===== config.mk =====
export PLATFORM = sky130hd
export DESIGN_NAME = hls_axis_stall_detector
export DESIGN_NICKNAME = d
export VERILOG_FILES = /design/src/rtl/hls_deadlock_pkg.sv /design/src/rtl/hls_axis_stall_counter.sv /design/src/rtl/hls_axis_stall_detector.sv
export SDC_FILE = /design/constraint.sdc
export NUM_CORES = 1
export LEC_CHECK = 0
export BUFFER_PORTS_ARGS = -buffer_cell sky130_fd_sc_hd__buf_2
export CORE_MARGIN = 2
export CORE_UTILIZATION = 57
export CTS_CLUSTER_DIAMETER = 200
export DETAILED_ROUTE_END_ITERATION = 8
export PLACE_DENSITY_LB_ADDON = 0.15
export SLEW_MARGIN = 30
export SYNTH_ARGS = -nofsm -noshare
export SYNTH_HDL_FRONTEND = slang
export SYNTH_SLANG_ARGS = --single-unit

===== constraint.sdc =====
create_clock -name clock -period 2.8 [get_ports clock]
set_clock_uncertainty 0.15 [all_clocks]
set_input_delay 0.56 -clock clock [delete_from_list [all_inputs] [get_ports clock]]
set_output_delay 0.56 -clock clock [all_outputs]
set_load 0.02 [all_outputs]

===== src/rtl/hls_deadlock_pkg.sv =====
// Shared definitions for the HLS deadlock-monitor blocks: default sizing,
// the stall report record and the report FSM state encoding.
package hls_deadlock_pkg;

    localparam int DEF_NUM_CH    = 2;
    localparam int DEF_CNT_W     = 16;
    localparam int DEF_THRESHOLD = 1024;

    // Widest legal channel index (32 channels) and counter (32 bits).
    typedef struct packed {
        logic [4:0]  ch;
        logic [31:0] cycles;
    } report_t;

    typedef enum logic {
        IDLE = 1'b0,
        SEND = 1'b1
    } report_state_e;

    function automatic int ch_width(input int n);
        return (n > 1) ? $clog2(n) : 1;
    endfunction

endpackage


===== src/rtl/hls_axis_stall_counter.sv =====
// One AXIS channel: stall decode, saturating consecutive-stall counter,
// registered over-threshold block bit and its rising-edge pulse.
module hls_axis_stall_counter
    import hls_deadlock_pkg::*;
#(
    parameter int   CNT_W     = DEF_CNT_W,
    parameter int   THRESHOLD = DEF_THRESHOLD,
    parameter logic IS_OUTPUT = 1'b0
) (
    input  logic             clock,
    input  logic             reset,
    input  logic             enable,
    input  logic             tvalid,
    input  logic             tready,
    output logic             block,
    output logic             rise,
    output logic [CNT_W-1:0] count_next
);

    localparam logic [CNT_W-1:0] THR = CNT_W'(THRESHOLD);

    logic             stall;
    logic [CNT_W-1:0] count;
    logic             block_next;

    // A master stalls waiting for ready; a slave stalls waiting for data.
    assign stall = IS_OUTPUT ? (tvalid & ~tready) : (tready & ~tvalid);

    always_comb begin
        count_next = '0;
        if (enable && stall) begin
            count_next = (count == '1) ? count : count + CNT_W'(1);
        end
    end

    assign block_next = (count_next >= THR);
    assign rise       = block_next & ~block;

    always_ff @(posedge clock) begin
        if (reset) begin
            count <= '0;
            block <= 1'b0;
        end else begin
            count <= count_next;
            block <= block_next;
        end
    end

endmodule


===== src/rtl/hls_axis_stall_detector.sv =====
// Per-channel AXIS stall detection with a serialized stall report stream;
// rising block bits queue in a pending mask drained lowest index first.
module hls_axis_stall_detector
    import hls_deadlock_pkg::*;
#(
    parameter int                NUM_CH       = DEF_NUM_CH,
    parameter int                CNT_W        = DEF_CNT_W,
    parameter int                THRESHOLD    = DEF_THRESHOLD,
    parameter logic [NUM_CH-1:0] CH_IS_OUTPUT = NUM_CH'(2'b10),
    localparam int               CH_W         = ch_width(NUM_CH)
) (
    input  logic              clock,
    input  logic              reset,
    input  logic              enable,
    input  logic [NUM_CH-1:0] axis_tvalid,
    input  logic [NUM_CH-1:0] axis_tready,
    output logic [NUM_CH-1:0] axis_block_sigs,
    output logic              report_valid,
    input  logic              report_ready,
    output logic [CH_W-1:0]   report_ch,
    output logic [CNT_W-1:0]  report_cycles
);

    // Handshake: a report transfers on an edge where report_valid and
    // report_ready are both 1; report_ch/report_cycles hold until then.

    logic [NUM_CH-1:0] rise;
    logic [CNT_W-1:0]  count_next [NUM_CH];
    logic [NUM_CH-1:0] pending;
    logic [NUM_CH-1:0] clear_mask;
    logic              pick_found;
    logic [CH_W-1:0]   pick_idx;
    report_state_e     state;

    for (genvar i = 0; i < NUM_CH; i++) begin : g_ch
        hls_axis_stall_counter #(
            .CNT_W     (CNT_W),
            .THRESHOLD (THRESHOLD),
            .IS_OUTPUT (CH_IS_OUTPUT[i])
        ) u_counter (
            .clock      (clock),
            .reset      (reset),
            .enable     (enable),
            .tvalid     (axis_tvalid[i]),
            .tready     (axis_tready[i]),
            .block      (axis_block_sigs[i]),
            .rise       (rise[i]),
            .count_next (count_next[i])
        );
    end

    always_comb begin
        pick_found = 1'b0;
        pick_idx   = '0;
        for (int i = NUM_CH - 1; i >= 0; i--) begin
            if (pending[i]) begin
                pick_found = 1'b1;
                pick_idx   = CH_W'(i);
            end
        end
    end

    assign clear_mask   = (state == IDLE && pick_found) ? (NUM_CH'(1) << pick_idx) : '0;
    assign report_valid = (state == SEND);

    // Rise is OR-ed after the clear so a channel re-blocking while its own
    // report is being issued queues a fresh report.
    always_ff @(posedge clock) begin
        if (reset) begin
            state         <= IDLE;
            pending       <= '0;
            report_ch     <= '0;
            report_cycles <= '0;
        end else begin
            pending <= (pending & ~clear_mask) | rise;
            case (state)
                IDLE: begin
                    if (pick_found) begin
                        report_ch     <= pick_idx;
                        report_cycles <= count_next[pick_idx];
                        state         <= SEND;
                    end
                end
                SEND: begin
                    if (report_ready) begin
                        state <= IDLE;
                    end
                end
                default: state <= IDLE;
            endcase
        end
    end

endmodule


==> results.md <==
* Critical Path End Type: register
* Crit. Startpoint: g_ch[0].u_counter.count[0]
* Cts repair resizes at 0
* TritonCTS clock tree: built
* Hold Buf Count CTS at 0
* Worst-path fanout max at 7
* Cell Count Post-Placement at ~370
* Worst vdd ir at 0.2849 mV
* Largest net degree at the start of global routing at 18
* Clk buf depth at 2
* Initial antenna violation count at 0
* Root Driver: clkbuf_8
* Die area at between 4000 and 5000 um2
* P_leak at roughly 0.96 nW
* Dpl cell area at 2686 um2
* Clock slew at reported path FFs at 0.10 ns
* Final worst slack at roughly 0.45 ns
* RSZ-0062 raised after global routing: false
* Top post-synthesis cells by area: dfxtp_1, nor2_1, nand2_1
* Vias at around 2200
* Htree depth at 2
* Pre-CTS WS at around 0.49 ns
* EDFF count, synth at 0
* Unique masters post-synth at 50
* Period Utilization, post-route at between 80% and 90%
* Status: completed
* Endpoints failing hold at 0
* DRC at 0
* Final setup fails at 0
* Max Cap Viol at 0
* FF-to-FF Start: g_ch[0].u_counter.count[0]
* Worst Setup Start Kind: register
* Utilization after layout at 65.21%
* # diodes at 0
* # rows at 24
* DR vias/cell at 5.944
* DIE WIDTH at 70.39 um
* Total Routing Usage GR at about 24%
* Num CTS Buffers at 5
* WL final at roughly 5.7 mm
* IO Count at 28
* # Post-CTS Setup Buffers at 0
* Final Power at 1.317 mW
* Hold crit path type: reg -> reg
* Worst slew pin tran at between 0.4 and 0.5 ns
* Hold path start: g_ch[1].u_counter.block
* Sequential area share after synthesis at 43.03%
* Port Buf Inserts at 27
* First-pass GRT wire length at roughly 9.5 mm
* Synth warnings at 0
* Post-synth top flop: dfxtp_1
* Min Clock Period, post-route at roughly 2.3 ns
* Clk sinks at 54
* PwrDens at roughly 470 nW/um2
* Placer Congestion at 0.8644
* Initial Utilization at 58.51%
* Yosys top cell area share at between 40% and 50%
* Hold slack at about 0.31 ns
* Vias in the first global route at slightly above 2000
* Cells after Synth at a little under 300
* Crit path kind: reg -> reg
* Post-route ant nets at 0
* WL/cell at about 15 um
* P&R area growth vs syn at 11.45%
* Number of synthesized register bits at 54
* Nets@finish at 331
* DRT iter0 DRCs at slightly above 100
* Core area at about 4300 um2
* Fraction of layout cells with a size suffix above 1 at between 10% and 20%
* Final Max Tran Viols at 0
* Avg Cell Area, Syn at around 8.5 um2
* Fin area at around 2800 um2
* WP data required at 2.85 ns
* Die height at approximately 70 um
* Initial DRT Pass Iterations at 4
* Post-DP HPWL at 4.330 mm
* CP Data Arrival Time at 2.40 ns
* Post-Synthesis Net Count at ~300
* Setup total negative slack at 0 ns
* Max Clk Rate at about 430 MHz
* Clk_lat worst skew at slightly above 0.3 ns
* Relative slew slack at between 60% and 70%
* Area leader, netlist: dfxtp_1
* Ys async rst share at 0%
* Final Non-Filler Cells at approximately 370
* Total global routing overflow at 0
* Cell Area, Synth at 2512 um2
## worst max-delay path: stages (launching register included)
cell     delay [ns]
dfxtp_1        0.41
ha_1           0.23
nand3_1        0.20
nor2_1         0.39
and2_1         0.27
mux2i_1        0.25
nor3_1         0.07
a221o_1        0.28
## layout make-up
| class | count | area (um2) |
|---|---|---|
| Clock buffer | 5 | 68.82 |
| Inverter | 9 | 33.78 |
| Tap cell | 52 | 65.06 |
| Clock inverter | 3 | 45.04 |
| Timing Repair Buffer | 29 | 150.1 |
| Multi-Input combinational cell | 222 | 1356 |
| Sequential cell | 54 | 1081 |
| Fill cell | 389 | 1494 |
## layout by cell type (no fill, tap or decap), drive strengths merged, types with 4 or more instances in the layout
cell type and n:
nor3 12, dfxtp 54, a21oi 8, nand3 10, nand4 10, buf 29
clkbuf 5, o21ai 8, and2 6, or2 4, mux2i 10, a211oi 4
xor2 8, nand2 27, o221ai 4, nor2 51, nor4 8, inv 9
nand2b 4, xnor2 9
## worst paths after layout
kind | cells after the start | slack [ns] | to
min | 1 | 0.31 | pending[1]
max reg2reg | 7 | 0.45 | report_cycles[1]
min reg2reg | 1 | 0.31 | pending[1]
max | 7 | 0.45 | report_cycles[1]
## cell usage after synthesis, drive strengths merged, types with 3 or more instances
| library cell | instances |
|---|---|
| dfxtp | 54 |
| nor2 | 51 |
| nand2 | 27 |
| nor3 | 12 |
| mux2i | 10 |
| nand3 | 10 |
| nand4 | 10 |
| inv | 9 |
| xnor2 | 9 |
| a21oi | 8 |
| nor4 | 8 |
| o21ai | 8 |
| xor2 | 8 |
| clkbuf | 7 |
| and2 | 6 |
| a211oi | 4 |
| nand2b | 4 |
| o221ai | 4 |
| or2 | 4 |
| a221o | 3 |
| nand3b | 3 |
| o211ai | 3 |
| o31ai | 3 |
| or4 | 3 |
## layer usage
| layer | vias to the layer above | share of wire [%] | track usage (%) |
|---|---|---|---|
| li1 | 1107 | - | - |
| met1 | 1020 | 46 | 33.15 |
| met4 | 0 | 2.0 | 8.761 |
| met2 | 83 | 45 | 38.16 |
| met5 | - | 0 | 0 |
| met3 | 13 | 6.8 | 4.185 |
## report_power, final
group / internal, mW / total [mW] / switching (mW) / leakage [nW]
Clock: 0.266 / 0.524 / 0.258 / 0.0504
Combinational: 0.00822 / 0.0236 / 0.0154 / 0.472
Sequential: 0.768 / 0.769 / 0.000921 / 0.435
## sequential cells by signal (all words and copies together) (netlist names)
signal / cells
g_ch.u_counter.block: 2
g_ch.u_counter.count: 32
pending: 2
report_ch: 1
report_cycles: 16
report_valid: 1
## cell families after synthesis
logic type / after synthesis / synth area share [%]
multiplexers: 10 / 3.984
AND/OR/NAND/NOR: 147 / 30.08
buffers and inverters: 18 / 2.988
flip-flops: 54 / 43.03
XOR/XNOR: 17 / 5.927
AO/OA/AOI/OAI: 46 / 13.00
adder cells (fa/ha/maj): 2 / 0.9959
(Power assumes the default switching activity.)
